<file path="src/rtl/fp32_mac_sequencer_if.sv">
// Handshake bundle between the dot-product sequencer and its command, operand,
// MAC and result neighbours. The sequencer itself connects through the slave modport.
interface fp32_mac_sequencer_if #(
  parameter int unsigned LEN_W = 16
);
  logic             CMD_VALID_I;
  logic             CMD_READY_O;
  logic [LEN_W-1:0] CMD_LEN_I;
  logic [31:0]      CMD_INIT_I;
  logic             OP_VALID_I;
  logic             OP_READY_O;
  logic [31:0]      OP_ALPHA_I;
  logic [31:0]      OP_BRAVO_I;
  logic [31:0]      MAC_ALPHA_O;
  logic [31:0]      MAC_BRAVO_O;
  logic [31:0]      MAC_ACC_O;
  logic             MAC_VALID_O;
  logic             MAC_READY_I;
  logic [31:0]      MAC_DELTA_I;
  logic             MAC_VALID_I;
  logic             RES_VALID_O;
  logic             RES_READY_I;
  logic [31:0]      RES_DATA_O;
  logic             RES_ERR_O;
  logic             BUSY_O;

  modport slave (
    input  CMD_VALID_I, CMD_LEN_I, CMD_INIT_I,
    input  OP_VALID_I, OP_ALPHA_I, OP_BRAVO_I,
    input  MAC_READY_I, MAC_DELTA_I, MAC_VALID_I,
    input  RES_READY_I,
    output CMD_READY_O, OP_READY_O,
    output MAC_ALPHA_O, MAC_BRAVO_O, MAC_ACC_O, MAC_VALID_O,
    output RES_VALID_O, RES_DATA_O, RES_ERR_O, BUSY_O
  );

  modport master (
    output CMD_VALID_I, CMD_LEN_I, CMD_INIT_I,
    output OP_VALID_I, OP_ALPHA_I, OP_BRAVO_I,
    output MAC_READY_I, MAC_DELTA_I, MAC_VALID_I,
    output RES_READY_I,
    input  CMD_READY_O, OP_READY_O,
    input  MAC_ALPHA_O, MAC_BRAVO_O, MAC_ACC_O, MAC_VALID_O,
    input  RES_VALID_O, RES_DATA_O, RES_ERR_O, BUSY_O
  );
endinterface

</file>
<file path="src/rtl/fp32_mac_sequencer.sv">
// Dot-product sequencer: streams operand pairs into an external FP32 MAC, chains each
// result back as the next accumulator and returns the final sum (or a timeout error).
module fp32_mac_sequencer #(
  parameter int unsigned LEN_W   = 16,
  parameter int unsigned TIMEOUT = 1023
) (
  input  logic                CLK_I,
  input  logic                RST_I,
  fp32_mac_sequencer_if.slave bus
);

  localparam int unsigned      TMR_W    = (TIMEOUT < 2) ? 1 : $clog2(TIMEOUT);
  localparam logic [TMR_W-1:0] TMR_LAST = TMR_W'(TIMEOUT - 1);

  typedef enum logic [2:0] {
    S_IDLE,
    S_FETCH,
    S_ISSUE,
    S_WAIT,
    S_DONE
  } state_e;

  state_e           state_q, state_d;
  logic [31:0]      acc_q, acc_d;
  logic [LEN_W-1:0] rem_q, rem_d;
  logic [TMR_W-1:0] timer_q, timer_d;
  logic [31:0]      mac_alpha_q, mac_alpha_d;
  logic [31:0]      mac_bravo_q, mac_bravo_d;
  logic [31:0]      mac_acc_q, mac_acc_d;
  logic             mac_valid_q, mac_valid_d;
  logic [31:0]      res_data_q, res_data_d;
  logic             res_valid_q, res_valid_d;
  logic             res_err_q, res_err_d;
  logic             busy_q, busy_d;
  logic             cmd_ready;
  logic             op_ready;

  // Ready outputs stay low while reset is held so nothing is accepted during reset.
  assign cmd_ready = (state_q == S_IDLE)  && !RST_I;
  assign op_ready  = (state_q == S_FETCH) && !RST_I;

  always_comb begin
    state_d     = state_q;
    acc_d       = acc_q;
    rem_d       = rem_q;
    timer_d     = timer_q;
    mac_alpha_d = mac_alpha_q;
    mac_bravo_d = mac_bravo_q;
    mac_acc_d   = mac_acc_q;
    mac_valid_d = mac_valid_q;
    res_data_d  = res_data_q;
    res_valid_d = res_valid_q;
    res_err_d   = res_err_q;

    case (state_q)
      S_IDLE: begin
        if (bus.CMD_VALID_I && cmd_ready) begin
          acc_d     = bus.CMD_INIT_I;
          rem_d     = bus.CMD_LEN_I;
          res_err_d = 1'b0;
          if (bus.CMD_LEN_I == '0) begin
            res_data_d  = bus.CMD_INIT_I;
            res_valid_d = 1'b1;
            state_d     = S_DONE;
          end else begin
            state_d = S_FETCH;
          end
        end
      end
      S_FETCH: begin
        if (bus.OP_VALID_I && op_ready) begin
          mac_alpha_d = bus.OP_ALPHA_I;
          mac_bravo_d = bus.OP_BRAVO_I;
          mac_acc_d   = acc_q;
          mac_valid_d = 1'b1;
          state_d     = S_ISSUE;
        end
      end
      S_ISSUE: begin
        if (bus.MAC_READY_I) begin
          mac_valid_d = 1'b0;
          timer_d     = '0;
          state_d     = S_WAIT;
        end
      end
      S_WAIT: begin
        timer_d = timer_q + 1'b1;
        // A result arriving on the expiry cycle still counts as a good result.
        if (bus.MAC_VALID_I) begin
          acc_d = bus.MAC_DELTA_I;
          rem_d = rem_q - LEN_W'(1);
          if (rem_q == LEN_W'(1)) begin
            res_data_d  = bus.MAC_DELTA_I;
            res_valid_d = 1'b1;
            state_d     = S_DONE;
          end else begin
            state_d = S_FETCH;
          end
        end else if (timer_q == TMR_LAST) begin
          res_err_d   = 1'b1;
          res_data_d  = acc_q;
          res_valid_d = 1'b1;
          state_d     = S_DONE;
        end
      end
      S_DONE: begin
        if (bus.RES_READY_I) begin
          res_valid_d = 1'b0;
          state_d     = S_IDLE;
        end
      end
      default: state_d = S_IDLE;
    endcase

    busy_d = (state_d != S_IDLE);
  end

  always_ff @(posedge CLK_I) begin
    if (RST_I) begin
      state_q     <= S_IDLE;
      acc_q       <= '0;
      rem_q       <= '0;
      timer_q     <= '0;
      mac_alpha_q <= '0;
      mac_bravo_q <= '0;
      mac_acc_q   <= '0;
      mac_valid_q <= 1'b0;
      res_data_q  <= '0;
      res_valid_q <= 1'b0;
      res_err_q   <= 1'b0;
      busy_q      <= 1'b0;
    end else begin
      state_q     <= state_d;
      acc_q       <= acc_d;
      rem_q       <= rem_d;
      timer_q     <= timer_d;
      mac_alpha_q <= mac_alpha_d;
      mac_bravo_q <= mac_bravo_d;
      mac_acc_q   <= mac_acc_d;
      mac_valid_q <= mac_valid_d;
      res_data_q  <= res_data_d;
      res_valid_q <= res_valid_d;
      res_err_q   <= res_err_d;
      busy_q      <= busy_d;
    end
  end

  assign bus.CMD_READY_O = cmd_ready;
  assign bus.OP_READY_O  = op_ready;
  assign bus.MAC_ALPHA_O = mac_alpha_q;
  assign bus.MAC_BRAVO_O = mac_bravo_q;
  assign bus.MAC_ACC_O   = mac_acc_q;
  assign bus.MAC_VALID_O = mac_valid_q;
  assign bus.RES_VALID_O = res_valid_q;
  assign bus.RES_DATA_O  = res_data_q;
  assign bus.RES_ERR_O   = res_err_q;
  assign bus.BUSY_O      = busy_q;

endmodule
</file>
<file path="src/flat_wrapper.sv">
// flat-port wrapper written by rule: the top's interface ports become plain ports
module fp32_mac_sequencer_flat 
#(
  parameter int unsigned LEN_W   = 16,
  parameter int unsigned TIMEOUT = 1023
)
  (CLK_I, RST_I, bus_CMD_VALID_I, bus_CMD_LEN_I, bus_CMD_INIT_I, bus_OP_VALID_I, bus_OP_ALPHA_I, bus_OP_BRAVO_I, bus_MAC_READY_I, bus_MAC_DELTA_I, bus_MAC_VALID_I, bus_RES_READY_I, bus_CMD_READY_O, bus_OP_READY_O, bus_MAC_ALPHA_O, bus_MAC_BRAVO_O, bus_MAC_ACC_O, bus_MAC_VALID_O, bus_RES_VALID_O, bus_RES_DATA_O, bus_RES_ERR_O, bus_BUSY_O);
  fp32_mac_sequencer_if #(.LEN_W(LEN_W)) bus_i ();
  input  logic CLK_I;
  input  logic RST_I;
  input wire logic [$bits(bus_i.CMD_VALID_I)-1:0] bus_CMD_VALID_I;
  input wire logic [$bits(bus_i.CMD_LEN_I)-1:0] bus_CMD_LEN_I;
  input wire logic [$bits(bus_i.CMD_INIT_I)-1:0] bus_CMD_INIT_I;
  input wire logic [$bits(bus_i.OP_VALID_I)-1:0] bus_OP_VALID_I;
  input wire logic [$bits(bus_i.OP_ALPHA_I)-1:0] bus_OP_ALPHA_I;
  input wire logic [$bits(bus_i.OP_BRAVO_I)-1:0] bus_OP_BRAVO_I;
  input wire logic [$bits(bus_i.MAC_READY_I)-1:0] bus_MAC_READY_I;
  input wire logic [$bits(bus_i.MAC_DELTA_I)-1:0] bus_MAC_DELTA_I;
  input wire logic [$bits(bus_i.MAC_VALID_I)-1:0] bus_MAC_VALID_I;
  input wire logic [$bits(bus_i.RES_READY_I)-1:0] bus_RES_READY_I;
  output wire logic [$bits(bus_i.CMD_READY_O)-1:0] bus_CMD_READY_O;
  output wire logic [$bits(bus_i.OP_READY_O)-1:0] bus_OP_READY_O;
  output wire logic [$bits(bus_i.MAC_ALPHA_O)-1:0] bus_MAC_ALPHA_O;
  output wire logic [$bits(bus_i.MAC_BRAVO_O)-1:0] bus_MAC_BRAVO_O;
  output wire logic [$bits(bus_i.MAC_ACC_O)-1:0] bus_MAC_ACC_O;
  output wire logic [$bits(bus_i.MAC_VALID_O)-1:0] bus_MAC_VALID_O;
  output wire logic [$bits(bus_i.RES_VALID_O)-1:0] bus_RES_VALID_O;
  output wire logic [$bits(bus_i.RES_DATA_O)-1:0] bus_RES_DATA_O;
  output wire logic [$bits(bus_i.RES_ERR_O)-1:0] bus_RES_ERR_O;
  output wire logic [$bits(bus_i.BUSY_O)-1:0] bus_BUSY_O;
  assign bus_i.CMD_VALID_I = bus_CMD_VALID_I;
  assign bus_i.CMD_LEN_I = bus_CMD_LEN_I;
  assign bus_i.CMD_INIT_I = bus_CMD_INIT_I;
  assign bus_i.OP_VALID_I = bus_OP_VALID_I;
  assign bus_i.OP_ALPHA_I = bus_OP_ALPHA_I;
  assign bus_i.OP_BRAVO_I = bus_OP_BRAVO_I;
  assign bus_i.MAC_READY_I = bus_MAC_READY_I;
  assign bus_i.MAC_DELTA_I = bus_MAC_DELTA_I;
  assign bus_i.MAC_VALID_I = bus_MAC_VALID_I;
  assign bus_i.RES_READY_I = bus_RES_READY_I;
  assign bus_CMD_READY_O = bus_i.CMD_READY_O;
  assign bus_OP_READY_O = bus_i.OP_READY_O;
  assign bus_MAC_ALPHA_O = bus_i.MAC_ALPHA_O;
  assign bus_MAC_BRAVO_O = bus_i.MAC_BRAVO_O;
  assign bus_MAC_ACC_O = bus_i.MAC_ACC_O;
  assign bus_MAC_VALID_O = bus_i.MAC_VALID_O;
  assign bus_RES_VALID_O = bus_i.RES_VALID_O;
  assign bus_RES_DATA_O = bus_i.RES_DATA_O;
  assign bus_RES_ERR_O = bus_i.RES_ERR_O;
  assign bus_BUSY_O = bus_i.BUSY_O;
  fp32_mac_sequencer #(.LEN_W(LEN_W), .TIMEOUT(TIMEOUT)) u_core (.CLK_I(CLK_I), .RST_I(RST_I), .bus(bus_i));
endmodule
</file>
<file path="config.mk">
export PLATFORM = sky130hd
export DESIGN_NAME = fp32_mac_sequencer_flat
export DESIGN_NICKNAME = d
export VERILOG_FILES = /design/src/rtl/fp32_mac_sequencer_if.sv /design/src/rtl/fp32_mac_sequencer.sv /design/src/flat_wrapper.sv
export SDC_FILE = /design/constraint.sdc
export NUM_CORES = 1
export LEC_CHECK = 0
export ABC_CLOCK_PERIOD_IN_PS = 5800
export CAP_MARGIN = 20
export CORE_ASPECT_RATIO = 1.25
export CORE_UTILIZATION = 42
export CTS_BUF_LIST = sky130_fd_sc_hd__clkbuf_4
export CTS_CLUSTER_DIAMETER = 40
export DETAILED_ROUTE_END_ITERATION = 10
export PLACE_DENSITY_LB_ADDON = 0.3
export SETUP_SLACK_MARGIN = 0.5
export SLEW_MARGIN = 25
export SYNTH_ARGS = -nofsm -noshare
export SYNTH_HDL_FRONTEND = slang
export SYNTH_SLANG_ARGS = --single-unit
</file>
<file path="constraint.sdc">
create_clock -name CLK_I -period 5.8 [get_ports CLK_I]
set_input_delay 1.16 -clock CLK_I [delete_from_list [all_inputs] [get_ports CLK_I]]
set_output_delay 1.16 -clock CLK_I [all_outputs]
set_load 0.1 [all_outputs]
</file>
==> results of run 1 <==
[worst max-delay path by stage]
stage,start,to,slack [ns],depth (start not counted)
finish,RST_I,bus_CMD_READY_O,1.57,3
global route,RST_I,bus_CMD_READY_O,1.39,3
CTS,RST_I,bus_CMD_READY_O,1.49,3
detailed placement,RST_I,bus_CMD_READY_O,1.50,3
global placement,RST_I,bus_CMD_READY_O,1.49,3
floorplan,RST_I,u_core.bus.RES_DATA_O[0],1.45,8
[per-stage QoR]
stage / setup slack [ns] / power, mW / util, % / instances / hold slack (ns)
global route: 1.387 / 2.902 / 58.73 / 1568 / 0.5004
global placement: 1.488 / 2.104 / 57.42 / 1535 / 0.4583
detailed placement: 1.505 / 2.113 / 57.42 / 1535 / 0.4636
floorplan: 1.446 / 1.890 / - / 1067 / 0.4468
finish: 1.573 / 2.773 / 58.74 / 1569 / 0.4609
CTS: 1.492 / 2.797 / 58.71 / 1566 / 0.4650
[state kept, by name, indices dropped and copies added (netlist names), 3 cells and up]
signal	flops
u_core.bus.MAC_ALPHA_O	32
u_core.acc_q	32
u_core.rem_q	16
u_core.timer_q	10
u_core.bus.RES_DATA_O	32
u_core.bus.MAC_ACC_O	32
u_core.bus.MAC_BRAVO_O	32
u_core.state_q	3
[cell families (layout without fill, tap and decap cells)]
| logic type | after synthesis | after routing | synth area share, % |
|---|---|---|---|
| DFF | 193 | 193 | 43.96 |
| other | 0 | 3 | 0 |
| AOI/OAI and AO/OA | 294 | 294 | 21.28 |
| buffers and inverters | 99 | 328 | 4.797 |
| and+or+nand+nor | 433 | 433 | 24.36 |
| muxes | 44 | 44 | 5.039 |
| adders and majority gates | 4 | 4 | 0.5694 |
[worst register-to-register path: cells and delay by family (launching register included)]
family          cells  cell delay [ns]
compound gates      2             1.18
flops               1             0.60
simple gates        2             0.62
buf+inv             2             0.97
[cells in the mapped netlist (3+ instances only)]
| library cell | n | share of area [%] |
|---|---|---|
| a21oi_1 | 19 | 1.1 |
| a221oi_1 | 7 | 0.70 |
| a22o_1 | 4 | 0.40 |
| a22oi_1 | 3 | 0.26 |
| a311oi_1 | 34 | 3.4 |
| and2_1 | 5 | 0.36 |
| and3_1 | 3 | 0.21 |
| buf_1 | 8 | 0.34 |
| buf_2 | 7 | 0.40 |
| buf_8 | 3 | 0.51 |
| clkbuf_1 | 76 | 3.2 |
| dfxtp_1 | 193 | 44 |
| ha_1 | 4 | 0.57 |
| inv_1 | 4 | 0.17 |
| mux2i_1 | 42 | 4.8 |
| nand2_1 | 182 | 7.8 |
| nand2b_1 | 97 | 6.9 |
| nand3_1 | 8 | 0.46 |
| nor2_1 | 62 | 2.6 |
| nor2b_1 | 34 | 2.4 |
| nor3_1 | 7 | 0.40 |
| nor4_1 | 10 | 0.71 |
| o211ai_1 | 5 | 0.43 |
| o21a_1 | 33 | 2.8 |
| o21ai_0 | 145 | 8.3 |
| o31ai_1 | 33 | 2.8 |
| or3_1 | 5 | 0.36 |
| or4_1 | 3 | 0.26 |
[area by class of cell]
| cell class | count | area, sq um | area share [%] |
|---|---|---|---|
| diodes | 3 | 7.507 | 0.06289 |
| clock buffers | 17 | 127.6 | 1.069 |
| clock inverters | 14 | 133.9 | 1.122 |
| inverters | 4 | 15.01 | 0.1258 |
| multi-input cells | 775 | 4534 | 37.99 |
| flip-flops and latches | 193 | 3864 | 32.37 |
| well taps | 270 | 337.8 | 2.830 |
| repair buffers | 293 | 2917 | 24.43 |
[routing by layer]
layer	vias up	share of wire, %	track usage, %
met5	-	0	0
met4	0	2.1	7.822
met3	31	5.3	4.907
met2	253	50	40.84
met1	3873	43	29.33
li1	4136	-	-
[power by group]
part           internal, mW  total [mW]  switching [mW]
Clock                 0.182       0.688           0.506
Sequential             1.38        1.43          0.0438
Combinational         0.243       0.657           0.414
Total                  1.81        2.77           0.964
[layout by cell type, fill, tap and decap left out, drive strengths merged, types with 7 or more instances in the layout]
cell	netlist	layout
nor2b	34	34
nor2	62	62
a311oi	34	34
nand2	182	182
o21a	33	33
dfxtp	193	193
nor4	13	13
clkinv	0	8
o21ai	145	145
clkdlybuf4s50	0	281
nor3	7	7
nand2b	97	97
nand3	8	8
inv	4	7
buf	19	12
a221oi	7	7
mux2i	42	42
a21oi	19	19
clkbuf	76	17
o31ai	33	33
==> results.md, run 1 <==
- Top_reg_cell synth: dfxtp_1
- Slew HR: 26.11%
- Final period utilization: 72.89%
- Worst R2R End: u_core.acc_q[21]
- Std-Cell Rows: 58
- Post-synthesis sequential area ratio: 43.96%
- Flop2flop setup slack: 2.35 ns
- CP Launch Type: input pin
- I/O pin cnt: 285
- Overflow after GRT: 0
- Synthesized cell area: 8790 sq um
- Via count: 8293
- Delay of the slowest critical-path stage: 1.21 ns
- WHS Endpoint: u_core.bus.MAC_ACC_O[4]
- CORE AREA: 20320 sq um
- WP data arrival: 3.07 ns
- Power Density: 232.3 nW/um^2
- Post-CTS Setup Inserts: 0
- Post-synth EDFFs: 0
- Final setup skew: 0.03539 ns
- FF+latch count, synth: 193
- Area growth syn-to-layout: 35.80%
- Final GP Congestion: 0.8825
- Number of global-route vias before repair: 7572
- # clock sinks: 193
- Total track usage: 23.63%
- Setup TNS: 0 ns
- Root buffer cell: clkbuf_4
- DR DRC count: 0
- Avg Synthesized Cell Area: 8.238 sq um
- Hold path start: u_core.acc_q[4]
- # Max-Cap Violations: 0
- WL/cell: 16.40 um
- Final setup viols: 0
- Reg-to-reg critical path startpoint: u_core.state_q[1]
- Clk slew on worst S/H paths: 0.17 ns
- Max Fclk: 0.2366 GHz
- CTS Buffer Depth: 2
- Hold path depth: 2
- Critical Path, Cell by Cell: buf_6 -> nor4_2 -> clkdlybuf4s50_1
- Cell count after synthesis: 1067
- Post-Route WL: 25730 um
- Fillers: 1870
- Critical path capture point type: output pin
- Chip width: 131.4 um
- Worst-skew pair later-pin latency: 0.60 ns
- CP required: 4.64 ns
- Crit path max fanout: 134
- PortBufs: 284
- Peak VDD IR: 0.1360 mV
- Die ar.: 21510 sq um
- Min-delay worst type: reg -> reg
- Worst-margin pin slew: 1.105 ns
- Initial DRC Count: 562
- TritonRoute pass-1 iters: 5
- Dominant delay contributor by cell family on the critical path: buffers and inverters
- Layout cell share with drive strength beyond 1: 4.552%
- Async SR Flop Fraction: 0%
- Cts hold-fix bufs: 0
- Buf/Inv on CP: 2
- Initial Utilization: 43.26%
- H-tree Lvls: 4
- Die height: 163.7 um
- Kind of critical path: in -> out
- Mapped Nets: 1222
- Cts bufs inserted: 17
- CTS tree: built
- R2R depth: 6
- Pin count of the biggest net entering global routing: 135
- Count of cell types in the netlist: 52
- Warnings from Yosys: 0
- Status: completed
- Cell Area, Placed: 11670 sq um
- Unrepaired setup endpoints after global routing: no
- Max-slew violation count: 0
- Post-route cell area: 11940 sq um
- Critical Path Slowest Stage Cell: clkdlybuf4s50_1
- PostCTS Resize Cnt: 0
- Min Tclk post-route: 4.227 ns
- Dpl hpwl: 17470 um
- Global-route wire length before repair: 40380 um
- Nets: 1439
- Antenna violations before repair: 2
- Leak: 4.121 nW
- Final Hold Fails: 0
- Vias per inst: 5.286
- Antenna viol nets, final: 0
No activity file was read; power rests on OpenSTA's default activity.
==> run 2, diff against run 1 <==
Settings changed: ABC_CLOCK_PERIOD_IN_PS 5800 to 3650.
Clock period 5.8 ns to 3.65 ns, I/O delays scaled along.
==> run 2 against run 1 <==
Compared with the run above: critical endpoint is now bus_RES_VALID_O; highest routed layer unchanged; design area up 0.73%; clock skew down 0.015 ns; critical path depth down 2; total power up 62%; via count down 0.57%; routed wire length up 0.43%.
==> results.md, run 2 (synthesis results as in run 1) <==
- Via count: 8246 (-0.57%)
- H-tree Lvls: 4 (unchanged)
- CP Launch Type: flop
- Critical Path Slowest Stage Cell: clkdlybuf4s50_1
- Hold path start: RST_I
- Die ar.: 21510 sq um (unchanged)
- Layout cell share with drive strength beyond 1: 5.607% (+1.1 points)
- Max-slew violation count: 0 (unchanged)
- DR DRC count: 0 (unchanged)
- Pin count of the biggest net entering global routing: 215 (+59%)
- Clk slew on worst S/H paths: 0.17 ns (about the same)
- Slew HR: 29.36% (+3.2 points)
- Post-CTS Setup Inserts: 0 (unchanged)
- Final Hold Fails: 0 (unchanged)
- Pwr Total: 4.485 mW (+62%)
- Critical Path, Cell by Cell: clkdlybuf4s50_1
- Chip width: 131.4 um (unchanged)
- Dpl hpwl: 17920 um (+2.6%)
- Status: completed
- Post-Route WL: 25840 um (+0.43%)
- Peak VDD IR: 0.1711 mV (+26%)
- Commonest non-fill, non-tap cells in the layout: 274 x clkdlybuf4s50_1, 193 x dfxtp_1, 182 x nand2_1, 145 x o21ai_0, 97 x nand2b_1
- Root buffer cell: clkbuf_4
- Critical path capture point type: output pin
- Initial Utilization: 43.26% (unchanged)
- DRT met1 WL: 10780 um (-1.8%)
- Hold path depth: 2 (unchanged)
- # clock sinks: 193 (unchanged)
- Antenna viol nets, final: 0 (unchanged)
- Final GP Congestion: 0.9175 (+4.0%)
- Cts bufs inserted: 17 (unchanged)
- Die height: 163.7 um (unchanged)
- Top layer in use: met4
- Total track usage: 23.65% (about the same)
- Antenna violations before repair: 2 (unchanged)
- Routed wl met3: 1461 um (+6.3%)
- Setup TNS: 0 ns (unchanged)
- Final setup viols: 0 (unchanged)
- Max Fclk: 0.3476 GHz
- Kind of critical path: reg -> out
- CTS tree: built
- Worst-skew pair later-pin latency: 0.60 ns (about the same)
- Min Tclk post-route: 2.877 ns
- TritonRoute pass-1 iters: 5 (unchanged)
- PostCTS Resize Cnt: 0 (unchanged)
- Buf/Inv on CP: 1 (-1)
- Overflow after GRT: 0 (unchanged)
- Reg-to-reg critical path startpoint: u_core.state_q[1]
- Number of global-route vias before repair: 7708 (+1.8%)
- Final period utilization: 78.81%
- Area growth syn-to-layout: 36.80%
- Met2 WL post-DR: 12730 um (-0.90%)
- Vias per inst: 5.239 (-0.88%)
- Worst R2R End: u_core.bus.RES_DATA_O[16]
- CORE AREA: 20320 sq um (unchanged)
- Multi-input logic area: 4559 sq um (+0.55%)
- Crit path max fanout: 2 (-99%)
- Final setup skew: 0.02016 ns (-0.01523 ns)
- PortBufs: 284 (unchanged)
- Cts hold-fix bufs: 0 (unchanged)
- I/O pin cnt: 285 (unchanged)
- Worst-margin pin slew: 1.056 ns (-0.04853 ns)
- Leak: 4.182 nW (+1.5%)
- R2R depth: 6 (unchanged)
- # Max-Cap Violations: 0 (unchanged)
- Register area: 3864 sq um (unchanged)
- Std-Cell Rows: 58 (unchanged)
- Initial DRC Count: 524 (-6.8%)
- WL/cell: 16.42 um (+0.11%)
- Dominant delay contributor by cell family on the critical path: buffers and inverters
- Global-route wire length before repair: 40490 um (+0.27%)
- Flop2flop setup slack: 0.85 ns (-1.50 ns)
- Commonest non-fill, non-tap cell in the layout: clkdlybuf4s50_1
- CP required: 2.92 ns (-1.72 ns)
- CTS Buffer Depth: 2 (unchanged)
- Delay of the slowest critical-path stage: 1.15 ns (-0.06 ns)
- WHS Endpoint: u_core.rem_q[2]
- Power Density: 373.0 nW/um^2 (+61%)
- Fillers: 1847 (-1.2%)
- Unrepaired setup endpoints after global routing: no
- WP data arrival: 2.15 ns (-0.92 ns)
- Min-delay worst type: in -> reg
- Nets: 1445 (+0.42%)
run 2: worst register-to-register path, cell delays in order (launching register included):
cell and delay, ns:
dfxtp_1 0.62, and3b_2 0.36, buf_4 0.52, o32ai_4 0.17, or2_1 0.46, buf_4 0.32
o31ai_1 0.27
run 2: area by class of cell:
type / instances / share of cell area, %
diodes: 2 / 0.04162
clock buffers: 17 / 1.061
clock inverters: 14 / 1.217
inverters: 4 / 0.1249
multi-input cells: 775 / 37.92
flip-flops and latches: 193 / 32.13
well taps: 270 / 2.810
repair buffers: 299 / 24.69
run 2: layer usage:
metal	global-route usage (%)	vias to the layer above
met5	0	-
met1	27.28	3789
met3	5.309	43
met4	10.94	0
met2	41.76	262
li1	-	4152
run 2: how the worst max path moves through the flow:
stage | start | endpoint | slack (ns) | cells after the start
6_report | u_core.bus.RES_VALID_O | bus_RES_VALID_O | 0.77 | 1
4_1_cts | u_core.bus.MAC_ACC_O[8] | bus_MAC_ACC_O[8] | 0.72 | 1
3_3_place_gp | bus_CMD_LEN_I[9] | u_core.bus.RES_DATA_O[18] | 0.52 | 7
5_1_grt | u_core.state_q[1] | u_core.bus.RES_DATA_O[16] | 0.62 | 6
3_5_place_dp | bus_CMD_LEN_I[0] | u_core.bus.RES_DATA_O[17] | 0.49 | 7
2_1_floorplan | RST_I | u_core.bus.MAC_ACC_O[10] | 0.52 | 8
run 2: where the power goes:
group,total (mW),switching [mW],internal (mW)
sequential,2.27,0.0695,2.20
combinational,1.06,0.665,0.391
clock,1.16,0.803,0.356
total,4.48,1.54,2.95
run 2: per-stage QoR:
stage	util [%]	hold WS [ns]	std cells	setup WS [ns]	cell area (sq um)
after floorplan	-	0.4468	1067	0.5210	8813
after global placement	57.80	0.4581	1541	0.5241	11750
after detailed placement	57.80	0.4636	1541	0.4861	11750
after CTS	59.15	0.3446	1572	0.7168	12020
after global routing	59.17	0.3402	1574	0.6211	12020
final	59.17	0.3900	1574	0.7735	12020
